File: src/rtl/cpu6_ckpt_checker_pkg.sv
// Shared types and constants for the cpu6 checkpoint checker: state codes,
// fail-cause bit positions, per-entry flag bundle and default sizing.
package cpu6_ckpt_checker_pkg;

    localparam int XLEN_DEF  = 32;
    localparam int NCKPT_DEF = 4;
    localparam int TOW_DEF   = 16;

    localparam int CAUSE_GPR = 0;
    localparam int CAUSE_CSR = 1;
    localparam int CAUSE_TMO = 2;

    typedef enum logic [1:0] {
        CKPT_IDLE = 2'd0,
        CKPT_RUN  = 2'd1,
        CKPT_PASS = 2'd2,
        CKPT_FAIL = 2'd3
    } ckpt_state_t;

    typedef struct packed {
        logic chkreg;
        logic chkcsr;
        logic last;
    } ckpt_flags_t;

    function automatic logic [2:0] make_cause(input logic mis_reg,
                                              input logic mis_csr,
                                              input logic tmo);
        logic [2:0] c;
        c            = '0;
        c[CAUSE_GPR] = mis_reg;
        c[CAUSE_CSR] = mis_csr;
        c[CAUSE_TMO] = tmo;
        return c;
    endfunction

endpackage

File: src/rtl/cpu6_ckpt_checker_table.sv
// Checkpoint table: NCKPT register entries, one write port, combinational read.
// Writes land on the next edge; no backpressure (the caller gates the write).
module cpu6_ckpt_table
    import cpu6_ckpt_checker_pkg::*;
#(
    parameter int XLEN  = XLEN_DEF,
    parameter int NCKPT = NCKPT_DEF,
    parameter int IDXW  = $clog2(NCKPT)
) (
    input  logic            clk,
    input  logic            reset,
    input  logic            we,
    input  logic [IDXW-1:0] widx,
    input  logic [XLEN-1:0] wpc,
    input  logic [4:0]      wregidx,
    input  logic [XLEN-1:0] wregval,
    input  logic [XLEN-1:0] wcsrval,
    input  ckpt_flags_t     wflags,
    input  logic [IDXW-1:0] ridx,
    output logic [XLEN-1:0] rpc,
    output logic [4:0]      rregidx,
    output logic [XLEN-1:0] rregval,
    output logic [XLEN-1:0] rcsrval,
    output ckpt_flags_t     rflags
);
    logic [XLEN-1:0] pc_q     [NCKPT];
    logic [4:0]      regidx_q [NCKPT];
    logic [XLEN-1:0] regval_q [NCKPT];
    logic [XLEN-1:0] csrval_q [NCKPT];
    ckpt_flags_t     flags_q  [NCKPT];

    always_ff @(posedge clk or negedge reset) begin
        if (!reset) begin
            for (int i = 0; i < NCKPT; i++) begin
                pc_q[i]     <= '0;
                regidx_q[i] <= '0;
                regval_q[i] <= '0;
                csrval_q[i] <= '0;
                flags_q[i]  <= '0;
            end
        end else if (we && (32'(widx) < NCKPT)) begin
            pc_q[widx]     <= wpc;
            regidx_q[widx] <= wregidx;
            regval_q[widx] <= wregval;
            csrval_q[widx] <= wcsrval;
            flags_q[widx]  <= wflags;
        end
    end

    assign rpc     = pc_q[ridx];
    assign rregidx = regidx_q[ridx];
    assign rregval = regval_q[ridx];
    assign rcsrval = csrval_q[ridx];
    assign rflags  = flags_q[ridx];

endmodule

File: config.mk
export PLATFORM = sky130hd
export DESIGN_NAME = cpu6_ckpt_table
export DESIGN_NICKNAME = d
export VERILOG_FILES = /design/src/rtl/cpu6_ckpt_checker_pkg.sv /design/src/rtl/cpu6_ckpt_checker_table.sv
export SDC_FILE = /design/constraint.sdc
export NUM_CORES = 1
export LEC_CHECK = 0
export CAP_MARGIN = 30
export CORE_ASPECT_RATIO = 0.75
export CORE_MARGIN = 5
export CORE_UTILIZATION = 51
export CTS_CLUSTER_SIZE = 30
export DETAILED_ROUTE_END_ITERATION = 7
export GPL_ROUTABILITY_DRIVEN = 1
export PLACE_DENSITY_LB_ADDON = 0.12
export SYNTH_ARGS = -nofsm -noshare
export SYNTH_HDL_FRONTEND = slang
export SYNTH_SLANG_ARGS = --single-unit
File: constraint.sdc
create_clock -name clk -period 1.73 [get_ports clk]
set_input_delay 0.346 -clock clk [delete_from_list [all_inputs] [get_ports clk]]
set_output_delay 0.346 -clock clk [all_outputs]
set_load 0.01 [all_outputs]
==> results of run 1 <==
-- worst max path at each step --
| stage | start | to | slack (ns) | cells after the start |
|---|---|---|---|---|
| 2_1_floorplan | ridx[0] | rcsrval[12] | 0.003 | 4 |
| 3_3_place_gp | ridx[0] | rpc[3] | -0.47 | 5 |
| 3_5_place_dp | ridx[0] | rpc[3] | -0.49 | 5 |
| 4_1_cts | pc_q[25] | rpc[25] | -0.23 | 2 |
| 5_1_grt | pc_q[25] | rpc[25] | -0.25 | 2 |
| 6_report | pc_q[25] | rpc[25] | -0.21 | 2 |
-- cell type report --
cell class / instances / share of cell area
Timing Repair Buffer: 315 / 0.152
Multi-Input combinational cell: 524 / 0.309
Clock inverter: 10 / 0.00672
Clock buffer: 62 / 0.0527
Tap cell: 457 / 0.0250
Sequential cell: 416 / 0.455
-- cells by family after synthesis --
group | synth area share
muxes | 0.394
and+or+nand+nor | 0.00182
buffers and inverters | 0.0203
DFF | 0.584
-- critical path, cell delays in order, from the launching register on --
cell and delay [ns]:
sky130_fd_sc_hd__dfrtp_1 0.38, sky130_fd_sc_hd__mux4_2 0.53, sky130_fd_sc_hd__buf_6 0.15
-- registers in the layout (all words and copies together) (netlist names) --
register	count
regval_q	128
regidx_q	20
pc_q	128
csrval_q	128
flags_q	12
-- where the power goes --
group / switching (mW) / internal, mW / leakage (nW)
clock network: 3.63 / 5.42 / 0.669
logic: 2.09 / 3.75 / 4.16
registers: 0.882 / 11.6 / 4.92
total: 6.61 / 20.7 / 9.75
-- layout by cell type (no fill, tap or decap) --
master | netlist | final
sky130_fd_sc_hd__clkbuf_1 | 6 | 13
sky130_fd_sc_hd__buf_12 | 0 | 39
sky130_fd_sc_hd__inv_6 | 0 | 1
sky130_fd_sc_hd__buf_4 | 12 | 62
sky130_fd_sc_hd__clkdlybuf4s50_1 | 0 | 107
sky130_fd_sc_hd__buf_2 | 49 | 8
sky130_fd_sc_hd__mux2_2 | 356 | 356
sky130_fd_sc_hd__buf_8 | 0 | 1
sky130_fd_sc_hd__clkbuf_8 | 0 | 6
sky130_fd_sc_hd__nor3b_4 | 0 | 1
sky130_fd_sc_hd__dlygate4sd3_1 | 0 | 1
sky130_fd_sc_hd__clkbuf_16 | 0 | 43
sky130_fd_sc_hd__buf_6 | 0 | 97
sky130_fd_sc_hd__nand3b_1 | 2 | 2
sky130_fd_sc_hd__clkinv_2 | 0 | 5
sky130_fd_sc_hd__mux4_2 | 104 | 104
sky130_fd_sc_hd__bufinv_16 | 0 | 4
sky130_fd_sc_hd__mux2_1 | 60 | 60
sky130_fd_sc_hd__dfrtp_1 | 416 | 416
sky130_fd_sc_hd__nand3_4 | 0 | 1
-- per-layer routing --
layer,track usage,wire length (um),up-vias
li1,-,-,4399
met1,0.289,16900,5345
met2,0.333,18900,178
met3,0.0492,2180,61
met4,0.0473,729,6
met5,0,39,-
-- timing repair --
action                     CTS  global route
hold buffers                 1             0
hold endpoints to repair   112             0
setup buffers               13             6
setup endpoints to repair  104           104
resized for setup          501            39
cloned                       0             0
==> flow_summary.rst, run 1 <==
.. list-table::
   :header-rows: 1

   * - Metric
     - Value
   * - Leading cell types by count after synthesis
     - sky130_fd_sc_hd__dfrtp_1, sky130_fd_sc_hd__mux2_2, sky130_fd_sc_hd__mux4_2
   * - Total non-filler cell area in the finished layout
     - roughly 23,000 um2
   * - Net count after synthesis
     - roughly 1,100
   * - Area delta synth->final
     - 28.4%
   * - Pre-CTS worst setup slack
     - -0.494 ns
   * - Worst-Margin Slew
     - between 0.4 and 0.5 ns
   * - Floorplan die height
     - around 170 um
   * - Placed cell areas
     - 21,300 um2
   * - Crit path kind
     - reg2out
   * - Clock root buffer
     - sky130_fd_sc_hd__clkbuf_16
   * - Global-route usage over all layers
     - 0.206
   * - Minimum hold slack
     - 0.256 ns
   * - Synth top area share
     - 0.584
   * - Layout Skew
     - 0 ns
   * - Slew margin rel.
     - 0.718
   * - Total power divided by cell area
     - about 1200 nW/um2
   * - Leakage power figure
     - around 10 nW
   * - Critical path launch point type
     - flip-flop
   * - Number of antenna violations at the first check in global routing
     - 3
   * - Launching point of the worst reg2reg path
     - regval_q[29]
   * - Post-CTS clock slew at the launch and capture registers of the worst setup and hold paths
     - approximately 0.06 ns
   * - Final critical delay including setup and external delays
     - just under 2 ns
   * - Critical path arrival
     - 1.59 ns
   * - Reg-to-reg setup timing slack
     - 0.72 ns
   * - Total instance count after detailed placement
     - around 1,700
   * - Unique masters post-synth
     - 11
   * - Fmax
     - approximately 0.52 GHz
   * - Total wirelength of the detailed-routed design
     - 38,800 um
   * - Vias in the first global route
     - ~11,000
   * - Flip-flop and latch area
     - 10,400 um2
   * - Final global-route overflow total
     - 0
   * - Number of design-rule violations left by the first detailed-router iteration
     - between 500 and 600
   * - Mean area per synthesized cell
     - roughly 18 um2
   * - Initial DRT Pass Iterations
     - 4
   * - Share of synthesized registers carrying an async set or reset
     - 1.00
   * - Commonest register cell after synthesis
     - sky130_fd_sc_hd__dfrtp_1
   * - Floorplan die area
     - slightly below 40,000 um2
   * - Final-report max-slew violation count
     - 0
   * - Number of buffers on the longest clock path
     - 3
   * - Vias after detailed routing
     - roughly 10,000
   * - Area taken by multi-input logic gates
     - roughly 7100 um2
   * - Number of input and output port buffers inserted
     - around 210
   * - Antenna Diode Count
     - 0
   * - Source-to-sink clock delay at the later pin of the worst-skew pair
     - between 0.5 and 0.6 ns
   * - Min setup slack post-route
     - -0.206 ns
   * - Final setup violation count
     - between 100 and 150
   * - Worst endpoint required time
     - approximately 1.4 ns
   * - Share of post-route cells with drive strength above 1
     - 0.549
   * - Highest ir drop seen on vdd
     - around 0.00085 V
   * - DRC Markers
     - 0
   * - Top-Level Pins
     - roughly 220
   * - Final instance count without filler cells
     - between 1,500 and 2,000
   * - Final Net Count
     - approximately 1,400
   * - Total Negative Setup Slacks
     - -15.61 ns
   * - Clock sink total
     - about 420
   * - Layout Utilization
     - 0.661
   * - Depth of the worst register-to-register path
     - 3
   * - Total Power
     - approximately 27 mW
   * - Leading cell type by number of instances after synthesis
     - sky130_fd_sc_hd__dfrtp_1
   * - Ranking of synthesized cells by area
     - sky130_fd_sc_hd__dfrtp_1, sky130_fd_sc_hd__mux2_2, sky130_fd_sc_hd__mux4_2
   * - Clock tree from TritonCTS
     - done
   * - Violated checks
     - negative setup slack
   * - Count of yosys warnings during synthesis
     - 0
   * - Cell taking the most area after synthesis
     - sky130_fd_sc_hd__dfrtp_1
   * - Post-detailed-route count of antenna-violating nets
     - 0
   * - Area of the mapped netlist
     - ~18,000 um2
   * - Number of synthesized flops with an enable pin
     - 0
   * - Path category of the worst min-delay check
     - in2async
   * - Worst flop-to-flop path endpoint
     - regval_q[29]
   * - DIE WIDTH
     - between 200 and 250 um
   * - TritonCTS Buffers
     - 43
   * - Effective utilization at floorplan
     - 0.515
   * - Setup crit end kind
     - primary output
   * - Placed wire-length estimate
     - 26,500 um
   * - Post-synthesis cell count
     - between 1,000 and 1,500
   * - Sequential share of the synthesized area
     - 0.584
   * - First-pass GRT wire length
     - roughly 63,000 um
   * - Final period utilization
     - 1.12
   * - Average vias per placed instance
     - ~5.6
   * - Synthesized flop and latch total
     - between 400 and 500
   * - Highest fanout seen on the critical path
     - 2
   * - Pin count of the biggest net entering global routing
     - 81
   * - Standard-cell row count
     - 59
   * - H-tree lvl count
     - 2
   * - Number of maximum-capacitance violations
     - 0
   * - Number of inserted filler cells in the final layout
     - 2,483
   * - Status
     - finished, violations left
   * - GPL Wtd Cong
     - 0.743
   * - Wire length per cell
     - 21.7 um
   * - Core ar.
     - roughly 35,000 um2
   * - RSZ-0062 raised after global routing
     - true
   * - Total count of hold-check failures in the final report
     - 0
(Power assumes the default switching activity.)
==> run 2, diff against run 1 <==
--- a/config.mk
+++ b/config.mk
@@ -7,8 +7,7 @@
 export LEC_CHECK = 0
 export CAP_MARGIN = 30
 export CORE_ASPECT_RATIO = 0.75
-export CORE_MARGIN = 5
-export CORE_UTILIZATION = 51
+export CORE_UTILIZATION = 52
 export CTS_CLUSTER_SIZE = 30
 export DETAILED_ROUTE_END_ITERATION = 7
 export GPL_ROUTABILITY_DRIVEN = 1
==> constraint.sdc (replaced) <==
create_clock -name clk -period 2.3 [get_ports clk]
set_input_delay 0.46 -clock clk [delete_from_list [all_inputs] [get_ports clk]]
set_output_delay 0.46 -clock clk [all_outputs]
set_load 0.01 [all_outputs]
==> run 2 against run 1 <==
Against the previous run: the run now ends clean; die area is 9.8% lower; wire length is 2.7% lower; critical path depth is 3 higher; largest cell class unchanged; largest power group unchanged; register-to-register slack better by 0.76 ns.
==> flow_summary.rst, run 2 (synthesis gave the netlist of run 1 again) <==
.. list-table::
   :header-rows: 1

   * - Metric
     - Value
   * - Path category of the worst min-delay check
     - in2async
   * - Top-Level Pins
     - 215 (unchanged)
   * - TritonCTS Buffers
     - 42 (-2.3%)
   * - Share of post-route cells with drive strength above 1
     - 0.468 (-0.0804)
   * - Placed cell areas
     - 21,100 um2 (-1.2%)
   * - Vias after detailed routing
     - 9,873 (-1.2%)
   * - H-tree lvl count
     - 2 (unchanged)
   * - Pre-CTS worst setup slack
     - -0.204 ns (+0.290 ns)
   * - Final setup violation count
     - 0 (-100%)
   * - Final-report max-slew violation count
     - 0 (unchanged)
   * - Area delta synth->final
     - 26.8%
   * - Leakage power figure
     - 9.65 nW (-0.96%)
   * - Average vias per placed instance
     - 5.61 (+0.24%)
   * - CP Cell Sequence
     - buf_16 > buf_16 > buf_6 > mux4_2 > dlygate4sd2_1
   * - Share of power burned in registers
     - 0.461 (+0.005)
   * - Min setup slack post-route
     - 0.0467 ns (+0.253 ns)
   * - Final global-route overflow total
     - 0 (unchanged)
   * - Worst-Margin Slew
     - 0.416 ns (-0.00662 ns)
   * - Placed wire-length estimate
     - 24,800 um (-6.4%)
   * - DRC Markers
     - 0 (unchanged)
   * - Switching power total
     - 4.95 mW (-25%)
   * - Effective utilization at floorplan
     - 0.530 (+0.0145)
   * - Core ar.
     - 33,700 um2 (-2.7%)
   * - Wire length per cell
     - 21.5 um (-1.3%)
   * - First-pass GRT wire length
     - 61,400 um (-2.7%)
   * - Vias in the first global route
     - 10,752 (-2.5%)
   * - RSZ-0062 raised after global routing
     - false
   * - Pin count of the biggest net entering global routing
     - 79 (-2.5%)
   * - Total wirelength of the detailed-routed design
     - 37,800 um (-2.7%)
   * - Final Net Count
     - 1,384 (-1.9%)
   * - Total count of hold-check failures in the final report
     - 0 (unchanged)
   * - Source-to-sink clock delay at the later pin of the worst-skew pair
     - 0.54 ns (about the same)
   * - Clock sink total
     - 416 (unchanged)
   * - Post-detailed-route count of antenna-violating nets
     - 0 (unchanged)
   * - Critical path arrival
     - 1.79 ns (+0.20 ns)
   * - CP max stage delay
     - 0.51 ns (-0.02 ns)
   * - Number of maximum-capacitance violations
     - 0 (unchanged)
   * - Crit path kind
     - in2out
   * - Setup crit end kind
     - primary output
   * - Leading cell type in the layout, fill and taps excluded
     - sky130_fd_sc_hd__dfrtp_1
   * - Standard-cell row count
     - 58 (-1.7%)
   * - Status
     - finished clean
   * - GPL Wtd Cong
     - 0.738 (-0.71%)
   * - Critical path launch point type
     - primary input
   * - Highest ir drop seen on vdd
     - 0.000617 V (-27%)
   * - Largest registers
     - csrval_q x128, pc_q x128, regval_q x128
   * - Layout Skew
     - 0 ns (unchanged)
   * - Clock tree from TritonCTS
     - done
   * - Clock root buffer
     - sky130_fd_sc_hd__clkbuf_16
   * - Slew margin rel.
     - 0.722 (+0.00441)
   * - DIE WIDTH
     - 216 um (-4.5%)
   * - Part of the power in combinational logic
     - 0.190 (-0.024)
   * - Final period utilization
     - 0.980
   * - Floorplan die height
     - 162 um (-5.6%)
   * - Most used cells in the layout excluding fill and tap cells
     - sky130_fd_sc_hd__dfrtp_1, sky130_fd_sc_hd__mux2_2, sky130_fd_sc_hd__clkdlybuf4s50_1, sky130_fd_sc_hd__mux4_2, sky130_fd_sc_hd__dlygate4sd2_1
   * - Highest fanout seen on the critical path
     - 13 (+11)
   * - Total power divided by cell area
     - 898 nW/um2 (-25%)
   * - Number of buffers on the longest clock path
     - 3 (unchanged)
   * - Share of total power in the clock network
     - 0.349 (+0.018)
   * - Power Internal
     - 15.3 mW (-26%)
   * - Number of antenna violations at the first check in global routing
     - 4 (+1)
   * - Final critical delay including setup and external delays
     - 2.25 ns
   * - Total non-filler cell area in the finished layout
     - 22,600 um2 (-1.3%)
   * - Standard cell with the maximum stage delay on the critical path
     - sky130_fd_sc_hd__mux4_2
   * - Initial DRT Pass Iterations
     - 4 (unchanged)
   * - Number of input and output port buffers inserted
     - 214 (unchanged)
   * - Fmax
     - 0.444 GHz
   * - Sw Share
     - 0.244 (+0.00229)
   * - Floorplan die area
     - 35,000 um2 (-9.8%)
   * - Total Negative Setup Slacks
     - 0 ns (+15.61 ns)
   * - Cell seen most often among critical-path stages
     - sky130_fd_sc_hd__buf_16
   * - Post-CTS clock slew at the launch and capture registers of the worst setup and hold paths
     - 0.06 ns (about the same)
   * - Number of design-rule violations left by the first detailed-router iteration
     - 444 (-12%)
   * - Global-route usage over all layers
     - 0.226 (+0.0198)
   * - Worst endpoint required time
     - 1.84 ns (+0.46 ns)
-- run 2: cell count changes in the layout (fill, tap and decap cells not counted), sizes merged --
cell / change
diode: +4
dlygate4sd2: +97
clkbuf: -4
dlymetal6s2s: +4
buf: -130
clkinvlp: +5
clkinv: +3
clkdlybuf4s15: +3
-- run 2: final timing paths --
path | startpoint | to | slack, ns | depth (start not counted)
hold reg to reg | regval_q[110] | regval_q[110] | 0.48 | 1
max in group asynchronous | reset | pc_q[39] | 1.02 | 4
setup / recovery | ridx[0] | rregval[15] | 0.05 | 5
min in group clk | regval_q[110] | regval_q[110] | 0.48 | 1
setup reg to reg | csrval_q[121] | csrval_q[121] | 1.48 | 1
hold / removal | reset | regval_q[80] | 0.38 | 2
-- run 2: power groups by stage --
stage	Clock, mW	Combinational (mW)	Sequential, mW
after floorplan	0	2.42	9.23
after global placement	0	4.08	9.43
after detailed placement	0	4.18	9.47
after CTS	7.26	3.90	9.35
after global routing	7.57	4.15	9.52
final	7.08	3.85	9.36
-- run 2: cell type report --
cell class                 instances  area, um2
clock inverter                    18        206
timing repair buffer             289       3090
antenna                            4       10.0
multi-input combinational        524       7080
clock buffer                      58       1240
tap                              450        563
sequential                       416      10400
fill                            2366      11100
-- run 2: stage by stage --
| step | instances | util | hold slack, ns | total power [mW] |
|---|---|---|---|---|
| after detailed placement | 1665 | 0.625 | 0.367 | 13.6 |
| final | 1759 | 0.671 | 0.383 | 20.3 |
| after global placement | 1665 | 0.625 | 0.360 | 13.5 |
| after CTS | 1746 | 0.668 | 0.378 | 20.5 |
| after floorplan | 1008 | - | 0.164 | 11.7 |
| after global routing | 1757 | 0.671 | 0.403 | 21.2 |
-- run 2: worst max-delay path: cells and delay by family --
family                 cells  cell delay, ns
buffers and inverters      4            0.79
muxes                      1            0.51
-- run 2: repair_timing --
action | 4_1_cts | 5_1_grt
hold buffers | 1 | 0
endpoints found under the hold margin | 33 | 0
setup buffers | 3 | 9
cloned | 1 | 0
endpoints found under the setup margin | 104 | 8
resized for setup | 110 | 9
-- run 2: layer usage --
metal,track usage,up-vias,wire length [um]
met5,0,-,0
met2,0.358,181,18100
met4,0.0548,0,668
met3,0.0542,48,2040
li1,-,4334,-
met1,0.317,5310,17000
==> run 3, diff against run 2 <==
--- a/config.mk
+++ b/config.mk
@@ -7,7 +7,7 @@
 export LEC_CHECK = 0
 export CAP_MARGIN = 30
 export CORE_ASPECT_RATIO = 0.75
-export CORE_UTILIZATION = 52
+export CORE_UTILIZATION = 51
 export CTS_CLUSTER_SIZE = 30
 export DETAILED_ROUTE_END_ITERATION = 7
 export GPL_ROUTABILITY_DRIVEN = 1
==> constraint.sdc (replaced) <==
create_clock -name clk -period 2 [get_ports clk]
set_input_delay 0.4 -clock clk [delete_from_list [all_inputs] [get_ports clk]]
set_output_delay 0.4 -clock clk [all_outputs]
set_load 0.01 [all_outputs]
==> run 3 against run 2 <==
Against the previous run: the flow now finishes with violations (negative setup slack); flip-flop and latch count did not move; register-to-register slack lost 0.48 ns; via count increased by 0.40%; global-route usage about the same; sequential power grew 15%; cell count is essentially flat; largest cell class unchanged; highest routed layer is now met5.
==> flow_summary.rst, run 3 (synthesis gave the netlist of run 1 again) <==
.. list-table::
   :header-rows: 1

   * - Metric
     - Value
   * - Final period utilization
     - 1.00
   * - Slew margin rel.
     - 0.691 (-0.0310)
   * - Post-detailed-route count of antenna-violating nets
     - 0 (unchanged)
   * - Area delta synth->final
     - 24.9%
   * - Path category of the worst min-delay check
     - in2async
   * - Total count of hold-check failures in the final report
     - 0 (unchanged)
   * - Clock root buffer
     - sky130_fd_sc_hd__clkbuf_16
   * - Critical path arrival
     - 1.60 ns (-0.19 ns)
   * - CP Cell Sequence
     - mux4_2 > buf_6
   * - GPL Wtd Cong
     - 0.737 (-0.18%)
   * - Number of buffers on the longest clock path
     - 3 (unchanged)
   * - H-tree lvl count
     - 2 (unchanged)
   * - Worst-Margin Slew
     - 0.463 ns (+0.0465 ns)
   * - Clock tree from TritonCTS
     - done
   * - Vias after detailed routing
     - 9,912 (+0.40%)
   * - Pin count of the biggest net entering global routing
     - 68 (-14%)
   * - Total wirelength of the detailed-routed design
     - 38,400 um (+1.8%)
   * - Launching point of the worst reg2reg path
     - pc_q[26]
   * - Number of input and output port buffers inserted
     - 214 (unchanged)
   * - First-pass GRT wire length
     - 61,900 um (+0.92%)
   * - Clock sink total
     - 416 (unchanged)
   * - DIE WIDTH
     - 218 um (+0.97%)
   * - Setup crit end kind
     - primary output
   * - Highest fanout seen on the critical path
     - 2 (-11)
   * - Final Net Count
     - 1,383 (-0.072%)
   * - DRC Markers
     - 0 (unchanged)
   * - Final global-route overflow total
     - 0 (unchanged)
   * - Min setup slack post-route
     - -0.00148 ns (-0.0481 ns)
   * - Layout Skew
     - 0 ns (unchanged)
   * - Fmax
     - 0.500 GHz
   * - Effective utilization at floorplan
     - 0.525 (-0.00453)
   * - Layout Utilization
     - 0.656 (-0.0154)
   * - Wire length per cell
     - 21.9 um (+1.9%)
   * - Post-CTS clock slew at the launch and capture registers of the worst setup and hold paths
     - 0.06 ns (about the same)
   * - Placed cell areas
     - 21,200 um2 (+0.52%)
   * - Violated checks
     - negative setup slack
   * - Total power divided by cell area
     - 1030 nW/um2 (+15%)
   * - Final-report max-slew violation count
     - 0 (unchanged)
   * - Total non-filler cell area in the finished layout
     - 22,300 um2 (-1.5%)
   * - CP max stage delay
     - 0.53 ns (+0.02 ns)
   * - Floorplan die area
     - 35,700 um2 (+1.9%)
   * - Number of inserted filler cells in the final layout
     - 2,488 (+5.2%)
   * - Reg-to-reg setup timing slack
     - 1.00 ns (-0.48 ns)
   * - TritonCTS Buffers
     - 41 (-2.4%)
   * - Highest ir drop seen on vdd
     - 0.000561 V (-9.0%)
   * - Global-route usage over all layers
     - 0.225 (about the same)
   * - Worst flop-to-flop path endpoint
     - pc_q[26]
   * - Vias in the first global route
     - 10,884 (+1.2%)
   * - Number of design-rule violations left by the first detailed-router iteration
     - 405 (-8.8%)
   * - Worst endpoint required time
     - 1.60 ns (-0.24 ns)
   * - Number of antenna violations at the first check in global routing
     - 3 (-1)
   * - Final critical delay including setup and external delays
     - between 2 and 2.5 ns
   * - Status
     - finished, violations left
   * - Top-Level Pins
     - 215 (unchanged)
   * - Average vias per placed instance
     - 5.64 (+0.45%)
   * - Share of post-route cells with drive strength above 1
     - 0.544 (+0.0759)
   * - Depth of the worst register-to-register path
     - 3 (+2)
   * - Largest registers
     - csrval_q x128, pc_q x128, regval_q x128
   * - Leakage power figure
     - 9.51 nW (-1.5%)
   * - Most used cells in the layout excluding fill and tap cells
     - sky130_fd_sc_hd__dfrtp_1, sky130_fd_sc_hd__mux2_2, sky130_fd_sc_hd__clkdlybuf4s50_1, sky130_fd_sc_hd__mux4_2, sky130_fd_sc_hd__buf_2
   * - Standard-cell row count
     - 58 (unchanged)
   * - Standard cell with the maximum stage delay on the critical path
     - sky130_fd_sc_hd__mux4_2
   * - Leading cell type in the layout, fill and taps excluded
     - sky130_fd_sc_hd__dfrtp_1
   * - Floorplan die height
     - 164 um (+0.96%)
   * - Source-to-sink clock delay at the later pin of the worst-skew pair
     - 0.53 ns (about the same)
   * - Placed wire-length estimate
     - 25,500 um (+2.9%)
   * - Number of maximum-capacitance violations
     - 0 (unchanged)
   * - Final setup violation count
     - 1 (+1)
   * - Critical path launch point type
     - flip-flop
   * - RSZ-0062 raised after global routing
     - true
   * - Initial DRT Pass Iterations
     - 4 (unchanged)
   * - Crit path kind
     - reg2out
   * - Core ar.
     - 34,000 um2 (+0.86%)
## run 3: cell count changes in the layout (fill, tap and decap cells not counted), moves of 2 or more
cell / change
sky130_fd_sc_hd__clkbuf_8: +7
sky130_fd_sc_hd__clkinv_2: -3
sky130_fd_sc_hd__clkdlybuf4s15_1: -3
sky130_fd_sc_hd__buf_12: +7
sky130_fd_sc_hd__clkinvlp_4: -5
sky130_fd_sc_hd__dlymetal6s2s_1: -4
sky130_fd_sc_hd__buf_2: +75
sky130_fd_sc_hd__clkbuf_1: +5
sky130_fd_sc_hd__bufinv_16: -4
sky130_fd_sc_hd__buf_16: -6
sky130_fd_sc_hd__dlygate4sd2_1: -97
sky130_fd_sc_hd__buf_4: +2
sky130_fd_sc_hd__buf_6: +25
## run 3: timing repair
action	in CTS	in global routing
hold buffers	1	0
endpoints found under the hold margin	31	0
buffers inserted	2	3
resized for setup	422	34
endpoints found under the setup margin	104	30
## run 3: area by class of cell
cell class	count	area, um2	area share
Sequential cell	416	10400	0.467
Multi-Input combinational cell	524	7080	0.318
Timing Repair Buffer	289	2830	0.127
Clock buffer	70	1360	0.0609
Tap cell	450	563	0.0253
Clock inverter	6	33.8	0.00152
Antenna cell	3	7.51	0.000337
## run 3: worst max-delay path by stage
stage	cells after the start	startpoint	endpoint
floorplan	4	ridx[0]	rcsrval[12]
global placement	4	ridx[0]	rcsrval[26]
detailed placement	4	ridx[0]	rcsrval[26]
CTS	2	pc_q[26]	rpc[26]
global route	2	pc_q[26]	rpc[26]
finish	2	pc_q[26]	rpc[26]
## run 3: power by group
group | leakage (nW) | switching (mW) | internal, mW
Sequential | 4.92 | 0.778 | 10.0
Clock | 0.694 | 3.16 | 4.61
Combinational | 3.89 | 1.70 | 2.79
## run 3: critical path, delay by kind of cell (launching register included)
kind,cells,cell delay [ns]
flops,1,0.38
mux,1,0.53
buf+inv,1,0.15
## run 3: layer usage
layer | track usage | wire [um] | part of all wire
met4 | 0.0496 | 489 | 0.013
met3 | 0.0470 | 1960 | 0.051
met2 | 0.357 | 18300 | 0.48
met1 | 0.323 | 17700 | 0.46
met5 | 0 | 27 | 0.00070
## run 3: metrics by stage
step / cells / setup WS, ns / hold slack (ns) / TNS (ns) / power, mW
after CTS: 1752 / -0.0148 / 0.382 / -0.0545 / 23.2
after global routing: 1755 / -0.0434 / 0.391 / -0.289 / 24.1
after global placement: 1673 / -0.380 / 0.360 / -35.95 / 15.6
after floorplan: 1008 / 0.0809 / 0.104 / 0 / 13.4
after detailed placement: 1673 / -0.387 / 0.372 / -42.82 / 15.8
final: 1758 / -0.00148 / 0.388 / -0.00148 / 23.1
